`src/rtl/riscv_mem_arbiter.sv`:
```
// Single-port memory arbiter: fetch (read-only) and data (load/store) share one port.
// Optional fetch starvation guard compiled in with MEM_ARB_STARVE_GUARD_EN.
module riscv_mem_arbiter #(
    parameter int unsigned STARVE_LIMIT = 4
) (
    input  logic        clk,
    input  logic        rstn,
    input  logic        if_req,
    input  logic [31:0] if_addr,
    input  logic        if_flush,
    output logic        if_gnt,
    output logic        if_rvalid,
    output logic [31:0] if_rdata,
    input  logic        d_req,
    input  logic        d_we,
    input  logic [3:0]  d_be,
    input  logic [31:0] d_addr,
    input  logic [31:0] d_wdata,
    output logic        d_gnt,
    output logic        d_rvalid,
    output logic [31:0] d_rdata,
    output logic        mem_req,
    output logic        mem_we,
    output logic [3:0]  mem_be,
    output logic [31:0] mem_addr,
    output logic [31:0] mem_wdata,
    input  logic        mem_gnt,
    input  logic        mem_rvalid,
    input  logic [31:0] mem_rdata
);

    typedef enum logic [1:0] {
        IDLE = 2'd0,
        REQ  = 2'd1,
        RSP  = 2'd2
    } state_t;

    state_t state, state_nx;
    logic   owner_d, owner_d_nx;
    logic   drop, drop_nx;
    logic   force_if;
    logic   pick_d, pick_if;

    if (STARVE_LIMIT < 1 || STARVE_LIMIT > 15) begin : g_limit_check
        $error("STARVE_LIMIT must be within 1..15");
    end

`ifdef MEM_ARB_STARVE_GUARD_EN
    localparam logic [3:0] LIMIT = STARVE_LIMIT[3:0];

    logic [3:0] cnt;

    assign force_if = if_req && (cnt == LIMIT);

    // Count data wins that locked out a pending fetch
    always_ff @(posedge clk or negedge rstn) begin
        if (!rstn) begin
            cnt <= 4'd0;
        end else if (state == IDLE) begin
            if (pick_d) begin
                cnt <= if_req ? cnt + 4'd1 : 4'd0;
            end else if (pick_if) begin
                cnt <= 4'd0;
            end
        end
    end
`else
    assign force_if = 1'b0;
`endif

    assign pick_d   = d_req && !force_if;
    assign pick_if  = !pick_d && if_req;
    assign if_rdata = mem_rdata;
    assign d_rdata  = mem_rdata;

    // State, owner and drop registers
    always_ff @(posedge clk or negedge rstn) begin
        if (!rstn) begin
            state   <= IDLE;
            owner_d <= 1'b0;
            drop    <= 1'b0;
        end else begin
            state   <= state_nx;
            owner_d <= owner_d_nx;
            drop    <= drop_nx;
        end
    end

    // Next-state logic and memory/requester side outputs
    always_comb begin
        state_nx   = state;
        owner_d_nx = owner_d;
        drop_nx    = drop;
        mem_req    = 1'b0;
        mem_we     = 1'b0;
        mem_be     = 4'd0;
        mem_addr   = 32'd0;
        mem_wdata  = 32'd0;
        if_gnt     = 1'b0;
        d_gnt      = 1'b0;
        if_rvalid  = 1'b0;
        d_rvalid   = 1'b0;
        unique case (state)
            IDLE: begin
                drop_nx = 1'b0;
                if (pick_d) begin
                    owner_d_nx = 1'b1;
                    state_nx   = REQ;
                end else if (pick_if) begin
                    owner_d_nx = 1'b0;
                    state_nx   = REQ;
                end
            end
            REQ: begin
                mem_req = 1'b1;
                if (owner_d) begin
                    mem_we    = d_we;
                    mem_be    = d_be;
                    mem_addr  = d_addr;
                    mem_wdata = d_wdata;
                end else begin
                    mem_be   = 4'hF;
                    mem_addr = if_addr;
                    if (if_flush) begin
                        drop_nx = 1'b1;
                    end
                end
                if (mem_gnt) begin
                    d_gnt  = owner_d;
                    if_gnt = !owner_d;
                    if (owner_d && d_we) begin
                        state_nx = IDLE;
                        drop_nx  = 1'b0;
                    end else begin
                        state_nx = RSP;
                    end
                end
            end
            RSP: begin
                if (!owner_d && if_flush) begin
                    drop_nx = 1'b1;
                end
                if (mem_rvalid) begin
                    d_rvalid  = owner_d;
                    if_rvalid = !owner_d && !drop && !if_flush;
                    state_nx  = IDLE;
                    drop_nx   = 1'b0;
                end
            end
            default: begin
                state_nx = IDLE;
                drop_nx  = 1'b0;
            end
        endcase
    end

endmodule

```
`config.mk`:
```
export PLATFORM = sky130hd
export DESIGN_NAME = riscv_mem_arbiter
export DESIGN_NICKNAME = d
export VERILOG_FILES = /design/src/rtl/riscv_mem_arbiter.sv
export SDC_FILE = /design/constraint.sdc
export NUM_CORES = 1
export LEC_CHECK = 0
export ABC_AREA = 0
export CORE_AREA = 2 2 109 111
export CTS_CLUSTER_SIZE = 40
export DETAILED_ROUTE_END_ITERATION = 10
export DIE_AREA = 0 0 111 113
export DONT_BUFFER_PORTS = 1
export HOLD_SLACK_MARGIN = 0.15
export PLACE_DENSITY_LB_ADDON = 0.15
export REMOVE_ABC_BUFFERS = 1
export SETUP_SLACK_MARGIN = 0.1
export SYNTH_ARGS = -nofsm -noshare
export SYNTH_HDL_FRONTEND = slang
export SYNTH_SLANG_ARGS = --single-unit
```
`constraint.sdc`:
```
create_clock -name clk -period 3.5 [get_ports clk]
set_input_delay 0.7 -clock clk [delete_from_list [all_inputs] [get_ports clk]]
set_output_delay 0.7 -clock clk [all_outputs]
set_load 0.005 [all_outputs]
```
## Word-level counts from Yosys, hierarchy flattened

Cells that the tools add are included.

| storage, ports and cells | value |
|---|---|
| register bits after elaboration | 4 |
| input bits | 140 |
| output and inout port bits | 138 |
| word-level logic and storage cells | 54 |

| cells by class | value |
|---|---|
| eq/ne operators | 6 |
| muxes and demuxes | 32 |
| reduce and logical (&&, ||, !) cells | 13 |

Operator list:

| cell | count |
|---|---|
| 32-bit two-way mux | 4 |
| 1-bit two-way mux | 19 |
| 2-bit two-way mux | 5 |
| 4-bit two-way mux | 2 |
| 3-bit inequality test (second input constant) | 2 |
| 2-bit one-hot mux with 3 select lines | 1 |
| 1-bit logical AND | 5 |
| 1-bit zero test | 4 |
| 2-bit inequality test (second input constant) | 2 |
| 3-bit AND reduction | 1 |
| 2-bit by 1-bit equality test with 1-bit output (second input constant) | 1 |
| 2-bit equality test (second input constant) | 1 |
| 2-bit zero test | 1 |
| 1-bit one-hot mux with 2 select lines | 1 |
| 2-bit AND reduction | 1 |
| 2-bit nonzero test | 1 |

## Logic depth before layout (Yosys ltp)

Gate-level depths: netlist of the first run.

| logic depth | value |
|---|---|
| word-level depth | 5 |
| mapped depth | 6 |
| gate-level depth less buffers | 5 |

## Worst setup path after synthesis of the first run

No wires, ideal clock.

| path | value |
|---|---|
| path kind | register to output |
| from | register state[1] |
| to | output port mem_be[0] |
| arrival | 1172 ps |
| data required time | 2800 ps |
| slack | 1628 ps |
| stages on the path, launching flop included | 6 |
| buffers on the path | 2 |
| cells stage by stage | dfrtp_1 > inv_1 > ha_1 > buf_6 > clkbuf_1 > a21boi_0 |

| on the way | value |
|---|---|
| longest elaborated chain between the ends | 2 |

Ends and longest elaborated chain:

| what | RTL line | text |
|---|---|---|
| start, declared | 38 | `state_t state, state_nx;` |
| start signal, assigned | 83 | `state <= state_nx;` |
| 2-bit by 1-bit equality test with 1-bit output | 103 | `unique case (state)` |
| 4-bit two-way mux | 103 |  |
| end, declared | 24 | `output logic [3:0] mem_be,` |

Every way passes these cells.

## Worst setup path after layout of the first run

| path | value |
|---|---|
| from | register state[1] |
| to | output port mem_wdata[18] |

| on the way | value |
|---|---|
| longest elaborated chain between the ends | 2 |

Ends and longest elaborated chain:

| what | RTL line | text |
|---|---|---|
| 2-bit by 1-bit equality test with 1-bit output | 103 |  |
| 32-bit two-way mux | 103 |  |
| end, declared | 26 | `output logic [31:0] mem_wdata,` |

Every way passes these cells.

==> tab_implementation.tex, run 1 <==
\begin{tabular}{lr}
\hline
Metric & Value \\
\hline
\multicolumn{2}{l}{\textbf{Status}} \\
\quad Run status & complete, no violations \\
\multicolumn{2}{l}{\textbf{Placed design}} \\
\quad Placer's final routability congestion estimate & 0.771 \\
\quad Estimated wirelength of the detail-placed design & 7790 um \\
\quad DP Cell Count & 280 \\
\quad Area of placed instances & 0.00127 mm2 \\
\quad Pre-CTS WS & 1.34 ns \\
\quad Quantity of I/O buffers inserted on ports & 0 \\
\multicolumn{2}{l}{\textbf{STA}} \\
\quad Slew Limit Fails & 0 \\
\quad Number of setup violations in the final report & 0 \\
\quad Unrepaired setup endpoints after global routing & false \\
\quad Final critical-path required period & 2.34 ns \\
\quad Worst Max-Slew Pin Slew & 0.558 ns \\
\quad Final hold viol count & 0 \\
\quad Post-Route Skew & 0.00318 ns \\
\quad Max-Slew Margin vs Limit & 62.8\% \\
\quad Setup tns final & 0 ns \\
\quad Part of the cycle the worst path needs & 67.0\% \\
\quad Final setup slack of the worst path & 1.16 ns \\
\quad Maximum frequency from static timing analysis & 426 MHz \\
\quad Hold slack & 0.169 ns \\
\multicolumn{2}{l}{\textbf{Clock network}} \\
\quad Post-cts sizing count & 0 \\
\quad CTS Hold Bufs & 0 \\
\quad H-tree level count & 1 \\
\quad Worst-path clk slew & 0.03 ns \\
\quad CTS Buf Count & 3 \\
\quad Max clock buf depth & 2 \\
\quad Worst skew pair latency & 0.23 ns \\
\quad Number of clock sinks & 4 \\
\quad Root buffer selected by CTS & sky130\_fd\_sc\_hd\_\_clkbuf\_16 \\
\quad Count of buffers added by post-CTS timing repair for setup & 0 \\
\quad TritonCTS clock tree & built \\
\multicolumn{2}{l}{\textbf{Cells and area}} \\
\quad Most used cells in the layout excluding fill and tap cells & 35 x sky130\_fd\_sc\_hd\_\_and3\_1, 32 x sky130\_fd\_sc\_hd\_\_mux2i\_1, 32 x sky130\_fd\_sc\_hd\_\_nor2b\_1 \\
\quad Number of nets at the end of the flow & 285 \\
\quad Layout Utilization & 12.0\% \\
\quad Proportion of layout cells with a drive suffix above 1 & 7.80\% \\
\quad Most common cell after layout, fill and taps aside & sky130\_fd\_sc\_hd\_\_and3\_1 \\
\quad N\_diodes & 0 \\
\quad Area growth syn-to-layout & -17.7\% \\
\quad Number of cells in the finished layout apart from fillers & 284 \\
\quad Final standard cell area without fillers & 0.00135 mm2 \\
\multicolumn{2}{l}{\textbf{Global route}} \\
\quad Via count of the first global-routing pass & 1232 \\
\quad GRT met1 Usage & 11.6\% \\
\quad M3 GR Usage & 12.3\% \\
\quad Initial antenna violation count & 0 \\
\quad Met2 Usage GRT & 21.1\% \\
\quad Largest net degree at the start of global routing & 75 \\
\quad Most crowded layer after global routing & met2 \\
\quad Global route total overflow & 0 \\
\quad Global-route wire length before repair & 10900 um \\
\quad Gr usage total & 12.8\% \\
\multicolumn{2}{l}{\textbf{Logic synthesis}} \\
\quad Number of distinct library cells after synthesis & 26 \\
\quad Share of flip-flops with an asynchronous set or reset after synthesis & 100\% \\
\quad Cell count after synthesis & 215 \\
\quad Number of flops mapped to enable cells by yosys & 0 \\
\quad Top-area cell type share of the netlist area & 30.7\% \\
\quad Portion of the post-synthesis area used by sequential elements & 6.11\% \\
\quad Syn Area/Cell & 7.62 um2 \\
\quad Leading post-synthesis cells by cell area & sky130\_fd\_sc\_hd\_\_buf\_4 31\%, sky130\_fd\_sc\_hd\_\_mux2i\_1 20\%, sky130\_fd\_sc\_hd\_\_and3\_1 13\% \\
\quad Cell type contributing the most total cell area after synthesis & sky130\_fd\_sc\_hd\_\_buf\_4 \\
\quad Commonest register cell after synthesis & sky130\_fd\_sc\_hd\_\_dfrtp\_1 \\
\quad Post-synth design cell area & 0.00164 mm2 \\
\quad Synthesis-stage register bit count & 4 \\
\quad YS warnings & 0 \\
\multicolumn{2}{l}{\textbf{Detailed routing}} \\
\quad Remaining routing DRC violations & 0 \\
\quad Detailed Route Iter0 Violations & 37 \\
\quad Avg Vias per Cell & 4.44 \\
\quad Detailed Route WL & 8650 um \\
\quad Drt wl/cell & 30.4 um \\
\quad Detailed-routing iteration count for the pre-antenna-repair pass & 4 \\
\quad Residual antenna-violating net count after detailed routing & 0 \\
\quad Total number of vias & 1260 \\
\multicolumn{2}{l}{\textbf{Setup path}} \\
\quad Arr. time, crit path & 1.64 ns \\
\quad Critical Path End Type & output pin \\
\quad Type of the worst setup path & reg2out \\
\quad Required time worst endpoint & 2.80 ns \\
\quad Largest fanout on the critical path & 74 \\
\quad Critical Path Source Type & flip-flop \\
\multicolumn{2}{l}{\textbf{Die}} \\
\quad Number of top-level pins & 278 \\
\quad Area of the die & 0.0125 mm2 \\
\quad Initial cell density of the core & 14.5\% \\
\quad Height of the die & 113 um \\
\quad Core Footprint & 0.0113 mm2 \\
\quad X dimension of the die & 111 um \\
\quad Number of placement rows & 39 \\
\multicolumn{2}{l}{\textbf{Power and ir drop}} \\
\quad LEAKAGE & 0.684 nW \\
\quad Total power consumption of the routed design & 1.06 mW \\
\quad Largest voltage drop on the vdd net & 0.215 mV \\
\quad Areal power density over the cells & 786 mW/mm2 \\
\multicolumn{2}{l}{\textbf{Run}} \\
\quad Max-Cap Viols & 0 \\
\multicolumn{2}{l}{\textbf{Min path}} \\
\quad Worst min-delay path class & in2async \\
\hline
\end{tabular}
## critical path: stages (launching register included)
cell	delay, ns
sky130_fd_sc_hd__dfrtp_1	0.38
sky130_fd_sc_hd__inv_1	0.09
sky130_fd_sc_hd__ha_2	0.16
sky130_fd_sc_hd__buf_4	0.44
sky130_fd_sc_hd__and3_1	0.32
## synth_stat cells (2+ instances only)
master and instances:
sky130_fd_sc_hd__nor3_1 2, sky130_fd_sc_hd__mux2i_1 32, sky130_fd_sc_hd__inv_1 7, sky130_fd_sc_hd__dfrtp_1 4, sky130_fd_sc_hd__buf_2 3, sky130_fd_sc_hd__clkbuf_1 9, sky130_fd_sc_hd__buf_4 67, sky130_fd_sc_hd__nor2b_1 32
sky130_fd_sc_hd__a21boi_0 4, sky130_fd_sc_hd__and3_1 35, sky130_fd_sc_hd__nand2_1 2, sky130_fd_sc_hd__ha_1 3, sky130_fd_sc_hd__buf_6 2
## registers in the layout, summed over array words and instances, names as in the netlist
register / flops
owner_d: 1
state: 2
drop: 1
## cell families after synthesis
kind of cell / after synthesis / synth area share [%]
buffers and inverters: 88 / 36.7
AND/OR/NAND/NOR: 77 / 29.5
multiplexers: 33 / 20.2
AO/OA/AOI/OAI: 10 / 5.19
flip-flops: 4 / 6.11
adder cells (fa/ha/maj): 3 / 2.29
## layout make-up
type	instances	area (um2)
clock buffer	4	78.8
tap	143	179
timing repair buffer	3	22.5
inverter	7	26.3
multi-input combinational	123	940
sequential	4	101
fill	1293	9920
## metal layers
metal / vias to the layer above / wire [um] / share of wire [%]
met5: - / 41 / 0.47
met4: 2 / 23 / 0.27
met3: 5 / 1980 / 23
met2: 207 / 3910 / 45
met1: 545 / 2680 / 31
li1: 501 / - / -
## final timing paths
check                      slack [ns]      from  cells after the start             to
max in group asynchronous        3.25      rstn                      0        owner_d
min reg2reg                      0.52  state[1]                      1       state[1]
max                              1.16  state[1]                      4  mem_wdata[18]
max reg2reg                      1.63  state[1]                      6       state[1]
min in group clk                 0.52  state[1]                      1       state[1]
min                              0.17      rstn                      0        owner_d
## report_power, final
group          switching, mW  internal [mW]
clock                 0.0336          0.151
combinational          0.447          0.331
sequential            0.0297         0.0679
total                  0.510          0.549
No activity file was read; power rests on OpenSTA's default activity.
==> run 2, diff against run 1 <==
==> constraint.sdc (replaced) <==
create_clock -name clk -period 2 [get_ports clk]
set_input_delay 0.4 -clock clk [delete_from_list [all_inputs] [get_ports clk]]
set_output_delay 0.4 -clock clk [all_outputs]
set_load 0.005 [all_outputs]
==> run 2 against run 1 <==
Hold slack improved by 0.15 ns. Cell count rose by 1.1%. Die area did not move. Clock power rose by 77%. Routed wire length rose by 2.2%. Total power rose by 87%. Sequential share of layout area fell by 0.22 points. Combinational power rose by 94%. Sequential power rose by 48%. Cell area rose by 3.1%. Critical endpoint is now mem_be[1].
==> tab_implementation.tex, run 2 (same netlist as run 1, synthesis figures left out) <==
\begin{tabular}{lr}
\hline
Metric & Value \\
\hline
\multicolumn{2}{l}{\textbf{Cells and area}} \\
\quad Filler cells & 1282 (was 1293) \\
\quad Register containing the most flip-flops in the final layout & state (unchanged) \\
\quad Area growth syn-to-layout & -15.2\% (was -17.7\%) \\
\quad Proportion of layout cells with a drive suffix above 1 & 9.03\% (was 7.80\%) \\
\quad Most used cells in the layout excluding fill and tap cells & 35 x sky130\_fd\_sc\_hd\_\_and3\_1, 32 x sky130\_fd\_sc\_hd\_\_mux2i\_1, 32 x sky130\_fd\_sc\_hd\_\_nor2b\_1 (unchanged) \\
\quad Number of cells in the finished layout apart from fillers & 287 (was 284) \\
\quad Biggest registers after layout & state x2, drop x1, owner\_d x1 (unchanged) \\
\quad Area taken by flip-flops and latches & 101 um2 (unchanged) \\
\quad Number of nets at the end of the flow & 288 (was 285) \\
\quad Area used by multi-input combinational logic & 940 um2 (unchanged) \\
\quad N\_diodes & 0 (unchanged) \\
\quad Most common cell after layout, fill and taps aside & sky130\_fd\_sc\_hd\_\_and3\_1 (unchanged) \\
\quad Flip-flop count of the largest register after layout & 2 (unchanged) \\
\multicolumn{2}{l}{\textbf{Setup path}} \\
\quad Critical Path Slowest Stage Cell & sky130\_fd\_sc\_hd\_\_dfrtp\_1 (was sky130\_fd\_sc\_hd\_\_buf\_4) \\
\quad CP peak stage delay & 0.38 ns (was 0.44 ns) \\
\quad Type of the worst setup path & reg2out (unchanged) \\
\quad Critical Path Source Type & flip-flop (unchanged) \\
\quad Critical Path End Type & output pin (unchanged) \\
\quad Largest fanout on the critical path & 44 (was 74) \\
\quad Ordered list of cells on the worst path & inv\_1 -> ha\_2 -> buf\_12 -> a21boi\_0 (was inv\_1 -> ha\_2 -> buf\_4 -> and3\_1) \\
\quad Required time worst endpoint & 1.60 ns (was 2.80 ns) \\
\quad Family with the most delay on the worst path & flip-flops (was buffers and inverters) \\
\quad Count of buffering cells on the critical path with inverters included & 2 (unchanged) \\
\quad Arr. time, crit path & 1.40 ns (was 1.64 ns) \\
\multicolumn{2}{l}{\textbf{Die}} \\
\quad Number of placement rows & 39 (unchanged) \\
\quad Initial cell density of the core & 14.5\% (unchanged) \\
\quad Core Footprint & 0.0113 mm2 (unchanged) \\
\quad Area of the die & 0.0125 mm2 (unchanged) \\
\quad Number of top-level pins & 278 (unchanged) \\
\quad X dimension of the die & 111 um (unchanged) \\
\quad Height of the die & 113 um (unchanged) \\
\multicolumn{2}{l}{\textbf{Placed design}} \\
\quad DP Cell Count & 282 (was 280) \\
\quad Estimated wirelength of the detail-placed design & 8020 um (was 7790 um) \\
\quad Placer's final routability congestion estimate & 0.780 (was 0.771) \\
\quad Pre-CTS WS & 0.385 ns (was 1.34 ns) \\
\quad Quantity of I/O buffers inserted on ports & 0 (unchanged) \\
\multicolumn{2}{l}{\textbf{Clock network}} \\
\quad TritonCTS clock tree & built (unchanged) \\
\quad Number of clock sinks & 4 (unchanged) \\
\quad Root buffer selected by CTS & sky130\_fd\_sc\_hd\_\_clkbuf\_16 (unchanged) \\
\quad H-tree level count & 1 (unchanged) \\
\quad Max clock buf depth & 2 (unchanged) \\
\quad Worst-path clk slew & 0.03 ns (about the same) \\
\quad Worst skew pair latency & 0.23 ns (about the same) \\
\quad CTS Buf Count & 3 (unchanged) \\
\multicolumn{2}{l}{\textbf{Power and ir drop}} \\
\quad LEAKAGE & 0.705 nW (was 0.684 nW) \\
\quad Largest voltage drop on the vdd net & 0.355 mV (was 0.215 mV) \\
\quad Areal power density over the cells & 1430 mW/mm2 (was 786 mW/mm2) \\
\multicolumn{2}{l}{\textbf{Detailed routing}} \\
\quad Residual antenna-violating net count after detailed routing & 0 (unchanged) \\
\quad Detailed-routing iteration count for the pre-antenna-repair pass & 4 (unchanged) \\
\quad Detailed Route Iter0 Violations & 24 (was 37) \\
\quad Drt wl/cell & 30.8 um (was 30.4 um) \\
\quad Routed met3 length & 2290 um (was 1980 um) \\
\quad DR WL met2 & 4080 um (was 3910 um) \\
\quad Remaining routing DRC violations & 0 (unchanged) \\
\quad Uppermost routed layer & met5 (unchanged) \\
\quad Avg Vias per Cell & 4.46 (was 4.44) \\
\quad Sum of routed wire segments on met1 & 2390 um (was 2680 um) \\
\quad Detailed Route WL & 8830 um (was 8650 um) \\
\quad Total number of vias & 1279 (was 1260) \\
\multicolumn{2}{l}{\textbf{Run}} \\
\quad Max-Cap Viols & 0 (unchanged) \\
\multicolumn{2}{l}{\textbf{Global route}} \\
\quad Global-route wire length before repair & 11200 um (was 10900 um) \\
\quad Largest net degree at the start of global routing & 45 (was 75) \\
\quad Via count of the first global-routing pass & 1285 (was 1232) \\
\quad Initial antenna violation count & 0 (unchanged) \\
\quad Gr usage total & 13.1\% (was 12.8\%) \\
\quad Global route total overflow & 0 (unchanged) \\
\multicolumn{2}{l}{\textbf{STA}} \\
\quad Final setup slack of the worst path & 0.202 ns (was 1.16 ns) \\
\quad Number of setup violations in the final report & 0 (unchanged) \\
\quad Part of the cycle the worst path needs & 89.9\% \\
\quad Slew Limit Fails & 0 (unchanged) \\
\quad Maximum frequency from static timing analysis & 556 MHz \\
\quad Worst Max-Slew Pin Slew & 0.370 ns (was 0.558 ns) \\
\quad Final critical-path required period & 1.80 ns \\
\quad Unrepaired setup endpoints after global routing & true (was false) \\
\quad Max-Slew Margin vs Limit & 75.3\% (was 62.8\%) \\
\quad Post-Route Skew & 0.000567 ns (was 0.00318 ns) \\
\quad Final hold viol count & 0 (unchanged) \\
\multicolumn{2}{l}{\textbf{Status}} \\
\quad Run status & complete, no violations (unchanged) \\
\multicolumn{2}{l}{\textbf{Min path}} \\
\quad Worst min-delay path class & in2reg (was in2async) \\
\hline
\end{tabular}
run 2: changes by cell type in the layout (fill, tap and decap cells not counted):
cell and delta:
sky130_fd_sc_hd__a21boi_1 +3, sky130_fd_sc_hd__buf_6 +1, sky130_fd_sc_hd__buf_12 +1, sky130_fd_sc_hd__a21boi_0 -3
sky130_fd_sc_hd__dlygate4sd3_1 +1
run 2: what timing repair did:
item                                   CTS  global route
endpoints found under the hold margin    4             0
hold buffers                             1             0
setup endpoints to repair                0            16
resized for setup                        0             4
setup buffers                            0             0
run 2: power breakdown:
part	switching [mW]	leakage [nW]	total, mW	internal (mW)
Combinational	0.858	0.618	1.51	0.654
Sequential	0.0253	0.0492	0.144	0.119
Clock	0.0612	0.0382	0.325	0.264
Total	0.944	0.705	1.98	1.04
run 2: area by class of cell:
class	instances	area share, %
well taps	143	12.9
flip-flops and latches	4	7.30
multi-input cells	123	67.7
repair buffers	6	4.59
clock buffers	4	5.68
inverters	7	1.89
run 2: path summary, 6_finish.rpt:
path	from	end	slack (ns)	cells past startpoint
min in group asynchronous	rstn	drop	0.45	1
max	state[1]	mem_be[1]	0.20	4
min reg2reg	state[1]	state[1]	0.53	1
min	d_req	owner_d	0.32	1
max reg2reg	state[1]	drop	0.47	6
max in group asynchronous	rstn	owner_d	1.35	1
run 2: through the flow:
step / utilization [%] / setup TNS [ns] / area [um2] / hold WS (ns) / total power, mW
after detailed placement: 11.5 / 0 / 1300 / 0.105 / 1.66
after CTS: 12.3 / 0 / 1390 / 0.319 / 2.00
after global placement: 11.5 / 0 / 1300 / 0.105 / 1.65
after floorplan: - / -30.33 / 1060 / 0.104 / 1.28
after global routing: 12.3 / 0 / 1390 / 0.327 / 2.17
final: 12.3 / 0 / 1390 / 0.321 / 1.98
run 2: layer usage:
| metal | track usage (%) | vias up |
|---|---|---|
| li1 | - | 506 |
| met3 | 14.7 | 6 |
| met5 | 5.49 | - |
| met1 | 9.96 | 553 |
| met2 | 22.1 | 212 |
| met4 | 1.58 | 2 |
==> run 3, diff against run 2 <==
--- a/config.mk
+++ b/config.mk
@@ -7,6 +7,7 @@
 export LEC_CHECK = 0
 export ABC_AREA = 0
 export CORE_AREA = 2 2 109 111
+export CTS_BUF_LIST = sky130_fd_sc_hd__clkbuf_4
 export CTS_CLUSTER_SIZE = 40
 export DETAILED_ROUTE_END_ITERATION = 10
 export DIE_AREA = 0 0 111 113
==> run 3 against run 2 <==
Register-to-register slack worse by 0.03 ns. Total power down 4.9%. Global-route usage hardly changed. First-iteration DRC count down 4.2%. Clock power down 62%. Sequential share of layout area grew 0.066 points. Non-clock buffer count grew 1. Fmax is 0.80% lower. Largest cell class unchanged. Highest routed layer unchanged.
==> tab_implementation.tex, run 3 (same netlist as run 1, synthesis figures left out) <==
\begin{tabular}{lr}
\hline
Metric & Value \\
\hline
\multicolumn{2}{l}{\textbf{Global route}} \\
\quad Gr usage total & 13.0\% (was 13.1\%) \\
\quad GRT met1 Usage & 9.67\% (was 9.96\%) \\
\quad Via count of the first global-routing pass & 1286 (was 1285) \\
\quad Met2 Usage GRT & 22.4\% (was 22.1\%) \\
\quad M3 GR Usage & 14.5\% (was 14.7\%) \\
\quad Global-route wire length before repair & 11200 um (about the same) \\
\quad Initial antenna violation count & 0 (unchanged) \\
\quad Largest net degree at the start of global routing & 45 (unchanged) \\
\quad Global route total overflow & 0 (unchanged) \\
\quad Most crowded layer after global routing & met2 (unchanged) \\
\multicolumn{2}{l}{\textbf{Clock network}} \\
\quad Worst-path clk slew & 0.04 ns (was 0.03 ns) \\
\quad Root buffer selected by CTS & sky130\_fd\_sc\_hd\_\_clkbuf\_4 (was sky130\_fd\_sc\_hd\_\_clkbuf\_16) \\
\quad Number of clock sinks & 4 (unchanged) \\
\quad Max clock buf depth & 2 (unchanged) \\
\quad TritonCTS clock tree & built (unchanged) \\
\quad H-tree level count & 1 (unchanged) \\
\quad Worst skew pair latency & 0.24 ns (was 0.23 ns) \\
\quad CTS Buf Count & 3 (unchanged) \\
\quad Count of buffers added by post-CTS timing repair for setup & 0 (unchanged) \\
\multicolumn{2}{l}{\textbf{STA}} \\
\quad Setup tns final & 0 ns (unchanged) \\
\quad Final hold viol count & 0 (unchanged) \\
\quad Worst Max-Slew Pin Slew & 0.373 ns (was 0.370 ns) \\
\quad Final setup slack of the worst path & 0.188 ns (was 0.202 ns) \\
\quad Number of setup violations in the final report & 0 (unchanged) \\
\quad Final critical-path required period & 1.81 ns (was 1.80 ns) \\
\quad Max-Slew Margin vs Limit & 75.1\% (was 75.3\%) \\
\quad Maximum frequency from static timing analysis & 552 MHz (was 556 MHz) \\
\quad Slew Limit Fails & 0 (unchanged) \\
\quad Part of the cycle the worst path needs & 90.6\% (was 89.9\%) \\
\quad Unrepaired setup endpoints after global routing & false (was true) \\
\quad Post-Route Skew & 0.00245 ns (was 0.000567 ns) \\
\multicolumn{2}{l}{\textbf{Setup path}} \\
\quad Largest fanout on the critical path & 29 (was 44) \\
\quad Arr. time, crit path & 1.41 ns (was 1.40 ns) \\
\quad Critical Path End Type & output pin (unchanged) \\
\quad Type of the worst setup path & reg2out (unchanged) \\
\quad Critical Path Source Type & flip-flop (unchanged) \\
\quad Required time worst endpoint & 1.60 ns (about the same) \\
\multicolumn{2}{l}{\textbf{Cells and area}} \\
\quad Flip-flop count of the largest register after layout & 2 (unchanged) \\
\quad Register containing the most flip-flops in the final layout & state (unchanged) \\
\quad Biggest registers after layout & state x2, drop x1, owner\_d x1 (unchanged) \\
\quad Proportion of layout cells with a drive suffix above 1 & 11.0\% (was 9.03\%) \\
\quad Area growth syn-to-layout & -16.0\% (was -15.2\%) \\
\quad Number of nets at the end of the flow & 289 (was 288) \\
\quad Number of cells in the finished layout apart from fillers & 288 (was 287) \\
\quad Most common cell after layout, fill and taps aside & sky130\_fd\_sc\_hd\_\_and3\_1 (unchanged) \\
\quad Most used cells in the layout excluding fill and tap cells & 34 x sky130\_fd\_sc\_hd\_\_and3\_1, 32 x sky130\_fd\_sc\_hd\_\_mux2i\_1, 32 x sky130\_fd\_sc\_hd\_\_nor2b\_1 (was 35 x sky130\_fd\_sc\_hd\_\_and3\_1, 32 x sky130\_fd\_sc\_hd\_\_mux2i\_1, 32 x sky130\_fd\_sc\_hd\_\_nor2b\_1) \\
\quad Final standard cell area without fillers & 0.00138 mm2 (was 0.00139 mm2) \\
\quad N\_diodes & 0 (unchanged) \\
\multicolumn{2}{l}{\textbf{Min path}} \\
\quad Worst min-delay path class & in2reg (unchanged) \\
\multicolumn{2}{l}{\textbf{Detailed routing}} \\
\quad Remaining routing DRC violations & 0 (unchanged) \\
\quad Detailed Route Iter0 Violations & 23 (was 24) \\
\quad Total number of vias & 1286 (was 1279) \\
\quad Residual antenna-violating net count after detailed routing & 0 (unchanged) \\
\quad Avg Vias per Cell & 4.47 (was 4.46) \\
\quad Drt wl/cell & 31.3 um (was 30.8 um) \\
\quad Detailed-routing iteration count for the pre-antenna-repair pass & 4 (unchanged) \\
\quad Detailed Route WL & 9020 um (was 8830 um) \\
\multicolumn{2}{l}{\textbf{Die}} \\
\quad Core Footprint & 0.0113 mm2 (unchanged) \\
\quad Number of placement rows & 39 (unchanged) \\
\quad X dimension of the die & 111 um (unchanged) \\
\quad Number of top-level pins & 278 (unchanged) \\
\quad Initial cell density of the core & 14.5\% (unchanged) \\
\quad Height of the die & 113 um (unchanged) \\
\quad Area of the die & 0.0125 mm2 (unchanged) \\
\multicolumn{2}{l}{\textbf{Power and ir drop}} \\
\quad LEAKAGE & 0.699 nW (was 0.705 nW) \\
\quad Largest voltage drop on the vdd net & 0.345 mV (was 0.355 mV) \\
\quad Areal power density over the cells & 1370 mW/mm2 (was 1430 mW/mm2) \\
\multicolumn{2}{l}{\textbf{Placed design}} \\
\quad Area of placed instances & 0.00130 mm2 (unchanged) \\
\quad Estimated wirelength of the detail-placed design & 8020 um (unchanged) \\
\quad Placer's final routability congestion estimate & 0.780 (unchanged) \\
\quad Pre-CTS WS & 0.385 ns (unchanged) \\
\quad DP Cell Count & 282 (unchanged) \\
\quad Quantity of I/O buffers inserted on ports & 0 (unchanged) \\
\multicolumn{2}{l}{\textbf{Run}} \\
\quad Max-Cap Viols & 0 (unchanged) \\
\multicolumn{2}{l}{\textbf{Status}} \\
\quad Run status & complete, no violations (unchanged) \\
\hline
\end{tabular}
## run 3: metal layers
layer / up-vias / part of all wire [%]
met5: - / 0.74
met4: 2 / 0.32
met3: 6 / 25
met2: 214 / 46
met1: 558 / 27
li1: 506 / -
## run 3: final timing paths
path,slack (ns),start,end,depth (start not counted)
worst max-delay path,0.19,state[1],mem_addr[20],4
worst min-delay path,0.31,d_req,owner_d,1
worst max register to register,0.44,state[0],state[1],5
worst min register to register,0.53,drop,drop,2
max in group asynchronous,1.35,rstn,owner_d,1
min in group asynchronous,0.45,rstn,drop,1
## run 3: repair_timing
| item | in CTS | in global routing |
|---|---|---|
| hold buffers | 1 | 0 |
| endpoints found under the hold margin | 4 | 0 |
| setup endpoints to repair | 0 | 37 |
| resized for setup | 0 | 6 |
## run 3: where the power goes
part,total (mW),internal (mW),switching (mW)
Combinational,1.61,0.717,0.895
Sequential,0.148,0.119,0.0299
Clock,0.124,0.0885,0.0354
Total,1.88,0.924,0.960
## run 3: through the flow
step	hold WS (ns)	util (%)	power, mW
after floorplan	0.104	-	1.28
after global placement	0.105	11.5	1.65
after detailed placement	0.105	11.5	1.66
after CTS	0.299	11.9	1.80
after global routing	0.302	12.2	2.07
final	0.311	12.2	1.88
## run 3: layout make-up
type	instances	area (um2)
Clock buffer	4	30.0
Fill cell	1285	9900
Inverter	7	26.3
Multi-Input combinational cell	123	951
Sequential cell	4	101
Tap cell	143	179
Timing Repair Buffer	7	88.8
## run 3: critical path, stage by stage (launching register included)
cell                      delay [ns]
sky130_fd_sc_hd__dfrtp_1        0.39
sky130_fd_sc_hd__inv_1          0.12
sky130_fd_sc_hd__ha_4           0.21
sky130_fd_sc_hd__buf_6          0.21
sky130_fd_sc_hd__nor2b_1        0.25
